[src/rtl/fu_scheduler.sv]
// Per-FU occupancy/sequencing FSMs plus a round-robin arbiter for the shared data-memory port.
// Grant decided combinationally from registered state; grant, mem_start and FU transitions take effect at the next edge.
module fu_scheduler #(
  parameter int ALU_LATENCY = 1
) (
  input  logic       clk,
  input  logic       reset,
  input  logic       issue_FU1_valid,
  input  logic       issue_FU2_valid,
  input  logic       issue_FU3_valid,
  input  logic [2:0] issue_is_LS,
  input  logic       mem_ack,
  output logic       FU1_ready,
  output logic       FU2_ready,
  output logic       FU3_ready,
  output logic       mem_start,
  output logic [1:0] mem_fu_sel,
  output logic       mem_busy,
  output logic [2:0] fu_complete,
  output logic       err_sticky
);

  typedef enum logic [2:0] {
    S_IDLE, S_EXEC, S_MEM_WAIT, S_MEM_BUSY, S_DONE
  } state_t;

  localparam logic [3:0] LAT_M1 = 4'(ALU_LATENCY - 1);

  state_t     state_q [3];
  state_t     state_d [3];
  logic [3:0] cnt_q   [3];
  logic [3:0] cnt_d   [3];
  logic [2:0] ls_q, ls_d;
  logic       mem_busy_q, mem_busy_d;
  logic       mem_start_q, mem_start_d;
  logic [1:0] mem_fu_sel_q, mem_fu_sel_d;
  logic [1:0] rr_ptr_q, rr_ptr_d;
  logic       err_q, err_d;

  logic [2:0] issue_v;
  logic [2:0] waiting;
  logic       grant_vld;
  logic [1:0] grant_idx;
  logic [1:0] cand0, cand1, cand2;
  logic       issue_err;

  function automatic logic [1:0] inc3(input logic [1:0] x);
    return (x == 2'd2) ? 2'd0 : x + 2'd1;
  endfunction

  assign issue_v = {issue_FU3_valid, issue_FU2_valid, issue_FU1_valid};

  // Round-robin scan: rr_ptr first, then the next two indices mod 3.
  always_comb begin
    for (int i = 0; i < 3; i++) waiting[i] = (state_q[i] == S_MEM_WAIT);
    cand0     = rr_ptr_q;
    cand1     = inc3(cand0);
    cand2     = inc3(cand1);
    grant_vld = 1'b0;
    grant_idx = 2'd0;
    if (!mem_busy_q) begin
      if (waiting[cand0]) begin
        grant_vld = 1'b1;
        grant_idx = cand0;
      end else if (waiting[cand1]) begin
        grant_vld = 1'b1;
        grant_idx = cand1;
      end else if (waiting[cand2]) begin
        grant_vld = 1'b1;
        grant_idx = cand2;
      end
    end
  end

  always_comb begin
    ls_d      = ls_q;
    issue_err = 1'b0;
    for (int i = 0; i < 3; i++) begin
      state_d[i] = state_q[i];
      cnt_d[i]   = cnt_q[i];
      if (issue_v[i] && state_q[i] != S_IDLE) issue_err = 1'b1;
      case (state_q[i])
        S_IDLE: if (issue_v[i]) begin
          state_d[i] = S_EXEC;
          cnt_d[i]   = LAT_M1;
          ls_d[i]    = issue_is_LS[i];
        end
        S_EXEC: begin
          if (cnt_q[i] == 4'd0) state_d[i] = ls_q[i] ? S_MEM_WAIT : S_DONE;
          else                  cnt_d[i]   = cnt_q[i] - 4'd1;
        end
        S_MEM_WAIT: if (grant_vld && grant_idx == 2'(i)) state_d[i] = S_MEM_BUSY;
        S_MEM_BUSY: if (mem_ack) state_d[i] = S_DONE;
        S_DONE:     state_d[i] = S_IDLE;
        default:    state_d[i] = S_IDLE;
      endcase
    end

    mem_start_d  = grant_vld;
    mem_fu_sel_d = grant_vld ? grant_idx : mem_fu_sel_q;
    rr_ptr_d     = grant_vld ? inc3(grant_idx) : rr_ptr_q;
    mem_busy_d   = mem_busy_q;
    if (grant_vld)                mem_busy_d = 1'b1;
    else if (mem_ack && mem_busy_q) mem_busy_d = 1'b0;
    err_d = err_q | issue_err | (mem_ack & ~mem_busy_q);
  end

  always_ff @(posedge clk or negedge reset) begin
    if (!reset) begin
      for (int i = 0; i < 3; i++) begin
        state_q[i] <= S_IDLE;
        cnt_q[i]   <= 4'd0;
      end
      ls_q         <= 3'b000;
      mem_busy_q   <= 1'b0;
      mem_start_q  <= 1'b0;
      mem_fu_sel_q <= 2'd0;
      rr_ptr_q     <= 2'd0;
      err_q        <= 1'b0;
    end else begin
      for (int i = 0; i < 3; i++) begin
        state_q[i] <= state_d[i];
        cnt_q[i]   <= cnt_d[i];
      end
      ls_q         <= ls_d;
      mem_busy_q   <= mem_busy_d;
      mem_start_q  <= mem_start_d;
      mem_fu_sel_q <= mem_fu_sel_d;
      rr_ptr_q     <= rr_ptr_d;
      err_q        <= err_d;
    end
  end

  always_comb begin
    FU1_ready = (state_q[0] == S_IDLE);
    FU2_ready = (state_q[1] == S_IDLE);
    FU3_ready = (state_q[2] == S_IDLE);
    for (int i = 0; i < 3; i++) fu_complete[i] = (state_q[i] == S_DONE);
    mem_start  = mem_start_q;
    mem_fu_sel = mem_fu_sel_q;
    mem_busy   = mem_busy_q;
    err_sticky = err_q;
  end

endmodule

[config.mk]
export PLATFORM = sky130hd
export DESIGN_NAME = fu_scheduler
export DESIGN_NICKNAME = d
export VERILOG_FILES = /design/src/rtl/fu_scheduler.sv
export SDC_FILE = /design/constraint.sdc
export NUM_CORES = 1
export LEC_CHECK = 0
export CORE_ASPECT_RATIO = 0.75
export CORE_MARGIN = 5
export CORE_UTILIZATION = 55
export DETAILED_ROUTE_END_ITERATION = 6
export PLACE_DENSITY = 0.8
export SKIP_LAST_GASP = 1
export SLEW_MARGIN = 5
export SYNTH_ARGS = -nofsm -noshare
export SYNTH_HDL_FRONTEND = slang
export SYNTH_SLANG_ARGS = --single-unit
[constraint.sdc]
create_clock -name clk -period 1.9 [get_ports clk]
set_clock_uncertainty 0.1 [all_clocks]
set_input_delay 0.38 -clock clk [delete_from_list [all_inputs] [get_ports clk]]
set_output_delay 0.38 -clock clk [all_outputs]
set_load 0.005 [all_outputs]
; ---- After elaboration in Yosys (flattened, before gate mapping)
; Index checks and enable logic that the tools add are counted.
; W data, S select, Z words.
[totals]
input_bits = 9
out_inout_bits = 11
wordCells = 135
reg_bits = 31
[op_classes]
n_eq_ne = 31
n_addsub = 6
mux = 47
n_reduce_logical = 30
bitwise = 4
order_cmp = 3
[op_table]
columns = cell, n
row1 = $mux W3, 13
row2 = $pmux W3 S4, 3
row3 = $mux W4, 6
row4 = $ne A2 B2 Y1 const B, 12
row5 = $pmux W4 S2, 3
row6 = $eq A3 B2 Y1 const B, 6
row7 = $mux W2, 7
row8 = $logic_not A4 Y1, 3
row9 = $mux W1, 12
row10 = $reduce_and A4 Y1, 3
row11 = $sub A4 B1 Y4 const B, 3
row12 = $eq A3 B1 Y1 const B, 3
row13 = $eq A3 B3 Y1 const B, 3
row14 = $logic_not A3 Y1, 3
row15 = $lt A2 B3 Y1 const B, 3
row16 = $reduce_and A3 Y1, 3
row17 = $reduce_bool A3 Y1, 3
row18 = $reduce_bool A2 Y1, 4
row19 = $logic_and A1 B1 Y1, 7
row20 = $add A2 B1 Y2 const B, 3
row21 = $bmux W1 S2, 3
row22 = $eq A2 B2 Y1 const B, 3
row23 = $ne A2 B1 Y1 const B, 3
row24 = $reduce_and A2 Y1, 3
row25 = 5 further kinds, 6

; ---- Logic depth before layout (Yosys ltp)
[depth]
ltp_word = 14
depth_mapped = 6
depth_no_buf = 6

; ---- Worst setup path before layout
; No wires, ideal clock.
[synth_path]
path_type = register -> register
from = register cnt_q[0] in the netlist's numbering
to = register state_q[2] in the netlist's numbering
stages_incl_launch_ff = 6
path_buffers = 0
setup_time_ns = 0.111
period_less_slack_ns = 1.701
setup_slack_ns = 0.199
t_required_ns = 1.689
arrival_time_ns = 1.489
path_cell_list = dfrtp_1 -> inv_1 -> ha_1 -> or3b_4 -> a21o_1 -> a2111oi_2
[synth_via]
elab_chain_cells = 3
[synth_rtl]
columns = item, line
row1 = "start, declared", 31  ; logic [3:0] cnt_q [3];
row2 = "start signal, assigned by index", 123  ; cnt_q[i] <= cnt_d[i];
row3 = $logic_not A4 Y1, 89  ; if (cnt_q[i] == 4'd0) state_d[i] = ls_q[i] ? S_MEM_WAIT : S_DONE;
row4 = $ne A2 B2 Y1 (no line), n/a
row5 = $reduce_and A4 Y1 (no line), n/a
row6 = "end signal, assigned by index", 122  ; state_q[i] <= state_d[i];
row7 = "end, declared", 29  ; state_t state_q [3];
; No other way between the ends.
; A chain may end at the register's enable or synchronous reset.

; ---- Final worst setup path
[layout_path]
from = register state_q[4] in the netlist's numbering
to = output FU2_ready
[layout_via]
elab_chain_cells = 1
[layout_rtl]
columns = item, line
row1 = $logic_not A3 Y1, 136  ; FU2_ready = (state_q[1] == S_IDLE);
row2 = "end, declared", 14  ; output logic FU2_ready,
; No other way between the ends.

==> impl_metrics.env <==
export IMPL_hp_class="in2async"
export IMPL_die_area_um2=4417
export IMPL_timing_final_crit_share=0.9630
export IMPL_slowest_delay_ps=410
export IMPL_avgSynthCellArea_um2=9.657
export IMPL_drive_gt1_frac=0.2308
export IMPL_worst_pin_slew_ps=441.8
export IMPL_cts_max_level=2
export IMPL_wl_per_cell_um=14.97
export IMPL_path_max_fanout=5
export IMPL_crit_path_start_kind="flip-flop"
export IMPL_start_util=0.5828
export IMPL_ioPinCount=20
export IMPL_setup_tns_final_ps=0
export IMPL_die_width_um=75.10
export IMPL_clk_pin_slew_ps=60
export IMPL_grt_max_degree=32
export IMPL_fin_nets=234
export IMPL_fin_ws_ps=70.22
export IMPL_slew_headroom=0.7041
export IMPL_synth_seq_area_share=0.4438
export IMPL_ys_ff_latch=31
export IMPL_path_delay_family="simple AND/OR/NAND/NOR gates"
export IMPL_crit_type="reg2out"
export IMPL_yosysMostFrequentCell="dfrtp_1"
export IMPL_ir_worst_vdd_mv=0.9452
export IMPL_arrival_ps=1350
export IMPL_synth_area_um2=1748
export IMPL_cp_required_ps=1420
export IMPL_fp_dieH_um=58.82
export IMPL_grt_pass1_vias=1414
export IMPL_clk_latency_ps=290
export IMPL_syn_num_nets=195
export IMPL_grt_overflow_total=0
export IMPL_numCtsBuffers=5
export IMPL_netlist_top_cells_area="dfrtp_1 (44%), a21oi_1 (4.6%), ha_1 (3.6%)"
export IMPL_ys_top_cells_by_count="dfrtp_1 (31), a21oi_1 (16), inv_1 (16), nand2_1 (16), nand3_1 (10)"
export IMPL_drtAntennaViolNets=0
export IMPL_grt_pass1_wl_um=6541
export IMPL_p_leak_uw=0.001001
export IMPL_crit_chain="or3_4 > inv_4 > clkdlybuf4s15_1"
export IMPL_grt_use_total=0.1992
export IMPL_crit_buf_inv=2
export IMPL_pre_cts_ws_ps=32.00
export IMPL_finalSetupViolations=0
export IMPL_gp_congestion=0.8906
export IMPL_yosysUniqueCellTypes=45
export IMPL_area_growth_pct=27.56
export IMPL_io_buffers=19
export IMPL_num_rows=17
export IMPL_cpMaxStageDelayCell="or3_4"
export IMPL_synth_edf_count=0
export IMPL_routed_wl_um=3877
export IMPL_finalMaxSlewViolations=0
export IMPL_max_cap_viol_count=0
export IMPL_fmax_mhz=546.5
export IMPL_outcome="finished, final reports clean"
export IMPL_yosysTopAreaCell="dfrtp_1"
export IMPL_core_um2=2999
export IMPL_cts_tree="built"
export IMPL_place_hpwl_um=2689
export IMPL_grt_setup_unrepaired="true"
export IMPL_ys_warn_count=0
export IMPL_synth_ff_type="dfrtp_1"
export IMPL_power_per_cell_area_nw_per_um2=1671
export IMPL_via_count=1454
export IMPL_vias_per_cell=5.614
export IMPL_cts_buffer_depth=2
export IMPL_hold_violations=0
export IMPL_drcViolationCount=0
export IMPL_synth_top_cell_area_share=0.4438
export IMPL_drt_iter0_markers=170
export IMPL_synthCells=181
export IMPL_dr_pass1_iters=4
export IMPL_cts_root_buffer="clkbuf_8"
export IMPL_diodes=0
export IMPL_clock_sinks=31
export IMPL_antenna_found_initial=0
export IMPL_crit_path_end_kind="output port"
export IMPL_period_needed_ps=1830
export IMPL_synth_async_reset_ratio=1.000
[cells by family (layout without fill, tap and decap cells)]
family | Yosys count | after routing | synth area share
AO/OA/AOI/OAI | 40 | 40 | 0.1439
adder cells (fa/ha/maj) | 5 | 5 | 0.03579
flip-flops | 31 | 31 | 0.4438
multiplexers | 7 | 7 | 0.04295
XOR/XNOR | 6 | 6 | 0.03006
AND/OR/NAND/NOR | 70 | 70 | 0.2534
buffers and inverters | 22 | 62 | 0.05011
[cell type report]
| cell class | instances | area [um2] |
|---|---|---|
| Multi-Input combinational cell | 128 | 913.4 |
| Sequential cell | 31 | 783.3 |
| Fill cell | 208 | 769.5 |
| Timing Repair Buffer | 37 | 319.1 |
| Clock buffer | 8 | 100.1 |
| Inverter | 17 | 66.31 |
| Tap cell | 38 | 47.55 |
[worst paths after layout]
| kind | from | end | slack (ps) | cells past startpoint |
|---|---|---|---|---|
| max in group asynchronous | reset | state_q[6] | 1030 | 2 |
| min reg2reg | ls_q[1] | ls_q[1] | 390 | 1 |
| min | reset | state_q[2] | 370 | 2 |
| max | state_q[4] | FU2_ready | 70 | 3 |
| min in group clk | ls_q[1] | ls_q[1] | 390 | 1 |
| max reg2reg | cnt_q[1] | state_q[2] | 80 | 5 |
[metrics by stage]
| stage | util | hold WS, ps | power [uW] | area, um2 | cells |
|---|---|---|---|---|---|
| after global routing | 0.7434 | 409.8 | 4030 | 2230 | 259 |
| after global placement | 0.6767 | 362.0 | 2869 | 2029 | 242 |
| final | 0.7434 | 370.5 | 3725 | 2230 | 259 |
| after detailed placement | 0.6767 | 378.9 | 2966 | 2029 | 242 |
| after floorplan | - | -15.59 | 2373 | 1748 | 181 |
| after CTS | 0.7351 | 386.6 | 3679 | 2205 | 258 |
[where the power goes]
| part | leakage (uW) | switching (uW) | internal (uW) |
|---|---|---|---|
| logic | 0.000570 | 979 | 968 |
| clock network | 0.0000515 | 236 | 330 |
| registers | 0.000379 | 267 | 945 |
[cell usage in the layout (no fill, tap or decap), types with 3 or more instances in the layout]
cell type / synthesis / routed
a21o_1: 3 / 3
a21oi_1: 16 / 16
buf_4: 0 / 18
clkbuf_8: 0 / 7
clkdlybuf4s50_1: 0 / 13
dfrtp_1: 31 / 25
dfrtp_2: 0 / 6
dlygate4sd2_1: 0 / 5
ha_1: 5 / 5
inv_1: 16 / 13
inv_2: 1 / 3
mux2i_1: 3 / 3
nand2_1: 16 / 16
nand2b_1: 5 / 5
nand3_1: 10 / 10
nor2_1: 8 / 8
nor3_1: 4 / 4
nor3b_1: 5 / 3
nor3b_2: 3 / 5
nor4b_2: 2 / 3
o21ai_0: 7 / 7
o21ai_1: 3 / 3
or3b_1: 4 / 4
xor2_1: 6 / 6
[what timing repair did]
| action | 4_1_cts | 5_1_grt |
|---|---|---|
| hold buffers | 0 | 0 |
| pin swaps | 0 | 1 |
| buffers inserted | 8 | 1 |
| resized for setup | 17 | 5 |
| setup endpoints to repair | 6 | 6 |
[registers in the layout, summed over array words and instances, names as in the netlist]
signal	cells
mem_fu_sel	2
ls_q	3
mem_start	1
err_sticky	1
cnt_q	12
cand0	2
state_q	9
mem_busy	1
[metal layers]
metal / vias to the layer above / global-route usage / part of all wire
li1: 713 / - / -
met1: 700 / 0.2677 / 0.46
met2: 35 / 0.2953 / 0.47
met3: 6 / 0.06485 / 0.058
met4: 0 / 0.08122 / 0.015
met5: - / 0 / 0
Note: power is estimated with default switching activity, not from simulation.
==> edit 1 (same settings) <==
Make the reset (`reset`) synchronous in one clocked block.
--- a/src/rtl/fu_scheduler.sv
+++ b/src/rtl/fu_scheduler.sv
@@ -105,7 +105,7 @@
     err_d = err_q | issue_err | (mem_ack & ~mem_busy_q);
   end
 
-  always_ff @(posedge clk or negedge reset) begin
+  always_ff @(posedge clk) begin
     if (!reset) begin
       for (int i = 0; i < 3; i++) begin
         state_q[i] <= S_IDLE;
Check against the original RTL: differs if reset is asserted again (counterexample within 4 cycles, from zero or initial values and one cycle with reset low); with reset held inactive, the same outputs for 10 cycles.
==> edit 1 against the unedited design <==
Maximum frequency is 2.0% lower. Worst setup slack got worse by 0.038 ns. Sequential cell count is the same. Cell count up 10%. Critical path type is now primary input to register. First-iteration DRC count is 37% lower. Via count is 13% higher. Routed wire length up 11%. Combinational power is 8% lower. Largest power group unchanged. Largest cell class unchanged. Power down 8.5%. Area after synthesis shrank 1.4%. Final area increased by 1.4%.
==> edit 1: results (changes against the unedited design) <==
Status: completed
Worst slew pin tran: 0.459 ns (+0.0170 ns)
Clock Path Buffers: 2 (unchanged)
First-pass DRT Iterations: 4 (unchanged)
Largest net degree at the start of global routing: 16 (-50%)
Top cells by count, synth: dfxtp_1, a21oi_1, nor2_1
Post-synth EDFFs: 0 (unchanged)
Clk_lat worst skew: 0.28 ns
Mapped Cells: 204 (+13%)
I/O Buffers: 19 (unchanged)
FFs w/ async S/R, synth: 0 (-1.00)
Num CTS Buffers: 5 (unchanged)
Dpl cells: 273 (+13%)
Vias in the first global route: 1653 (+17%)
GRT met1 Usage: 0.265 (-0.00232)
Yosys warns: 0 (unchanged)
Clock-pin transition on the worst setup and hold timing paths: 0.06 ns (about the same)
P_leak: 0.935 nW (-6.6%)
Initial antenna violation count: 0 (unchanged)
Critical path peak fanout: 4 (-1)
DRT iter0 DRCs: 107 (-37%)
Synth area leaders: dfxtp_1, a21oi_1, nor3b_1
Setup slack at placement: -0.269 ns (-0.301 ns)
Root buf cell: clkbuf_8
# diodes: 0 (unchanged)
DP HPWL: 3070 µm (+14%)
Post-synthesis cell type count: 52 (+16%)
Critical Path AT: 1.98 ns (+0.63 ns)
First-pass GRT wire length: 7380 µm (+13%)
Internal power: 2.14 mW (-4.6%)
WL/cell: 15.1 µm (+0.77%)
Nets: 260 (+11%)
Layout cells sized above 1: 0.243 (+0.0121)
Placer Congestion: 0.784 (-12%)
Hold/Removal Path Class: register to register
GR Util met3: 0.0700 (+0.00512)
Syn nets: 218 (+12%)
H-tree levels: 2 (unchanged)
GRT Total Usage: 0.220 (+0.0209)
Most used flip-flop cell after synthesis: dfxtp_1
Register area share after synthesis: 0.360 (-0.0839)
Peak VDD IR: 0.959 mV (+1.5%)
Post-Layout Cell Count: 285 (+10%)
Vias: 1638 (+13%)
Biggest regs: cnt_q: 12 flops, state_q: 9 flops, ls_q: 3 flops
Final Hold Fails: 0 (unchanged)
Global Route met2 Usage: 0.362 (+0.0664)
Placed inst area: 2080 µm² (+2.3%)
==> edit 1: cell count changes after synthesis, moves of 4 or more <==
| cell | unedited run | this run |
|---|---|---|
| dfrtp_1 | 31 | 0 |
| dfxtp_1 | 0 | 31 |
| or3_1 | 0 | 9 |
| nand3_1 | 10 | 3 |
| nor2_1 | 8 | 15 |
| nor3b_1 | 5 | 10 |
| a211oi_1 | 0 | 4 |
| clkbuf_1 | 1 | 5 |
| nand2_1 | 16 | 12 |
| xor2_1 | 6 | 2 |
==> edit 1: layout make-up <==
type	count	area [µm²]
multi-input combinational	148	1030
inverter	14	52.6
tap	38	47.5
fill	210	717
timing repair buffer	46	397
sequential	31	637
clock buffer	8	100
==> edit 1: repair_timing <==
action,CTS,global route
setup buffers,0,4
hold buffers,0,0
resized for setup,12,13
endpoints found under the setup margin,7,10
==> edit 1: critical path: stages <==
cell and delay (ns):
clkdlybuf4s50_1 0.48, or4b_4 0.50, o21a_4 0.15, or3_1 0.33, a21oi_1 0.14
==> edit 1: through the flow <==
step / TNS (ns) / hold slack [ns] / total power, mW
after global routing: -0.0170 / 0.369 / 3.69
final: 0 / 0.352 / 3.41
after CTS: -0.210 / 0.352 / 3.31
after floorplan: 0 / 0.332 / 2.11
after global placement: -1.63 / 0.343 / 2.63
after detailed placement: -2.20 / 0.344 / 2.73
==> edit 1: final timing paths <==
check / slack (ns) / startpoint / cells past startpoint / endpoint
worst max-delay path: 0.03 / issue_FU1_valid / 5 / cnt_q[0][3]
worst min-delay path: 0.35 / ls_q[2] / 2 / ls_q[2]
worst max register to register: 0.07 / state_q[0][2] / 5 / cnt_q[0][3]
worst min register to register: 0.35 / ls_q[2] / 2 / ls_q[2]
==> edit 1: power groups by stage <==
stage | Combinational [mW] | Sequential [mW] | Clock, mW
floorplan | 1.14 | 0.969 | 0
global placement | 1.61 | 1.02 | 0
detailed placement | 1.69 | 1.04 | 0
CTS | 1.69 | 1.03 | 0.589
global route | 2.00 | 1.06 | 0.630
finish | 1.80 | 1.04 | 0.575
==> edit 1: cells by family (layout without fill, tap and decap cells) <==
group                      after synthesis  in the layout  share of synthesized area
AOI/OAI and AO/OA                       52             52                      0.204
xor gates and xnor gates                 4              4                     0.0203
DFF                                     31             31                      0.360
buffers and inverters                   25             68                     0.0639
and+or+nand+nor                         84             84                      0.296
muxes                                    3              3                     0.0196
adders and majority gates                5              5                     0.0363
==> edit 1: metal layers <==
layer / part of all wire / routed length (µm)
met1: 0.45 / 1920
met2: 0.49 / 2110
met3: 0.043 / 187
met4: 0.019 / 81
met5: 0 / 0
==> edit 2 (same flow settings) <==
Made on the original files. Put a register stage on the output `err_sticky`, cleared by the reset. The value now appears one clock later. The other outputs are not delayed to match.
--- a/src/rtl/fu_scheduler.sv
+++ b/src/rtl/fu_scheduler.sv
@@ -25,6 +25,8 @@
   } state_t;
 
   localparam logic [3:0] LAT_M1 = 4'(ALU_LATENCY - 1);
+
+  logic err_sticky_d;
 
   state_t     state_q [3];
   state_t     state_d [3];
@@ -139,7 +141,15 @@
     mem_start  = mem_start_q;
     mem_fu_sel = mem_fu_sel_q;
     mem_busy   = mem_busy_q;
-    err_sticky = err_q;
+    err_sticky_d = err_q;
+  end
+
+  always_ff @(posedge clk or negedge reset) begin
+    if (!reset) begin
+      err_sticky <= '0;
+    end else begin
+      err_sticky <= err_sticky_d;
+    end
   end
 
 endmodule
Behaviour: not the same (Yosys sat finds a counterexample within 4 cycles, from zero or initial values and one cycle with reset low).
==> edit 2 against the unedited design <==
Core utilization down 3.6 points. First-iteration DRC count is 47% lower. Sequential share of layout area up 0.35 points. Hold slack worse by 0.078 ns. Power is 2.1% higher. Area after synthesis rose by 2.6%. Largest cell class unchanged. Sequential cell count is 1 higher. Routed wire length grew 2.5%. Critical endpoint is now mem_fu_sel[0]. Worst setup slack got worse by 0.040 ns. Final area grew 2.2%. Global-route usage is 0.69 points lower.
==> edit 2: results (changes against the unedited design) <==
Setup slack at placement: 0.0292 ns (-0.00279 ns)
Largest net degree at the start of global routing: 33 (+3.1%)
Relative slew slack: 0.735 (+0.0309)
Nets: 237 (+1.3%)
Syn nets: 197 (+1.0%)
Synth area leaders: dfrtp_1, a21oi_1, o21ai_0
Register area share after synthesis: 0.446 (+0.00250)
Biggest regs: cnt_q: 12 flops, state_q: 9 flops, ls_q: 3 flops
Num CTS Buffers: 5 (unchanged)
Final WL: 3970 µm (+2.5%)
R2R Path End: mem_fu_sel[0]
Critical Path AT: 1.94 ns (+0.59 ns)
Min-delay src: err_q
Dpl cells: 245 (+1.2%)
Placed inst area: 2070 µm² (+2.0%)
Mapped Cells: 183 (+1.1%)
Max incr delay on CP: 0.44 ns (+0.03 ns)
DP HPWL: 2750 µm (+2.1%)
Post-synthesis cell type count: 46 (+2.2%)
GRT Total Usage: 0.192 (-0.00689)
Vias: 1536 (+5.6%)
Status: completed
First-pass GRT wire length: 6880 µm (+5.2%)
Placer Congestion: 0.847 (-4.9%)
Top cells by count, synth: dfrtp_1, a21oi_1, nand2_1, o21ai_0
Hold/Removal Path Class: register to register
Post-Layout Cell Count: 263 (+1.5%)
CP max stage cell: dfrtp_2
Peak VDD IR: 0.906 mV (-4.1%)
DRT iter0 DRCs: 90 (-47%)
Layout cells sized above 1: 0.269 (+0.0383)
Clock Path Buffers: 2 (unchanged)
Filler instances: 231 (+11%)
Initial antenna violation count: 0 (unchanged)
Reg2Reg Depth: 5 (unchanged)
Yosys warns: 0 (unchanged)
Reg2reg start: state_q[6]
Post-synth top area share: 0.446 (+0.00250)
P_leak: 1.01 nW (+1.3%)
edit 2: through the flow:
step                TNS [ns]  utilization  hold slack (ns)
floorplan                  0            -          -0.0156
global placement           0        0.643            0.279
detailed placement         0        0.643            0.280
CTS                  -0.0533        0.698            0.291
global route         -0.0120        0.707            0.316
finish                     0        0.707            0.292
edit 2: repair_timing:
item / in CTS / in global routing
resized for setup: 12 / 6
pin swaps: 0 / 1
setup buffers: 10 / 1
cloned: 0 / 0
hold buffers: 0 / 0
setup endpoints to repair: 6 / 5
edit 2: cell type report:
| class | count | area share |
|---|---|---|
| inverters | 12 | 0.0198 |
| clock buffers | 7 | 0.0423 |
| flip-flops and latches | 32 | 0.355 |
| repair buffers | 41 | 0.154 |
| well taps | 40 | 0.0220 |
| multi-input cells | 131 | 0.407 |
edit 2: how the worst max path moves through the flow:
stage | startpoint | endpoint | slack [ns] | cells past startpoint
floorplan | state_q[7] | cnt_q[9] | 0.16 | 4
global placement | state_q[3] | FU2_ready | 0.12 | 3
detailed placement | cnt_q[0] | state_q[2] | 0.03 | 6
CTS | state_q[6] | FU1_ready | -0.05 | 2
global route | cnt_q[0] | state_q[2] | -0.01 | 6
finish | state_q[6] | mem_fu_sel[0] | 0.03 | 5
edit 2: per-layer routing:
metal	GRT usage	part of all wire
met3	0.0653	0.047
met5	0	0
met1	0.229	0.45
met2	0.337	0.49
met4	0.0508	0.012
edit 2: report_power, final:
group	switching [mW]	leakage, nW	total (mW)	internal (mW)
clock network	0.240	0.0503	0.562	0.322
registers	0.246	0.391	1.21	0.967
logic	1.02	0.573	2.03	1.01
total	1.50	1.01	3.80	2.30
edit 2: cells by family (layout without fill, tap and decap cells):
group	Yosys count	in the layout	synth area share
compound gates	42	42	0.149
xor+xnor	6	6	0.0293
fa+ha+maj	5	5	0.0349
buf+inv	20	60	0.0509
flops	32	32	0.446
mux	5	5	0.0335
simple gates	73	73	0.257
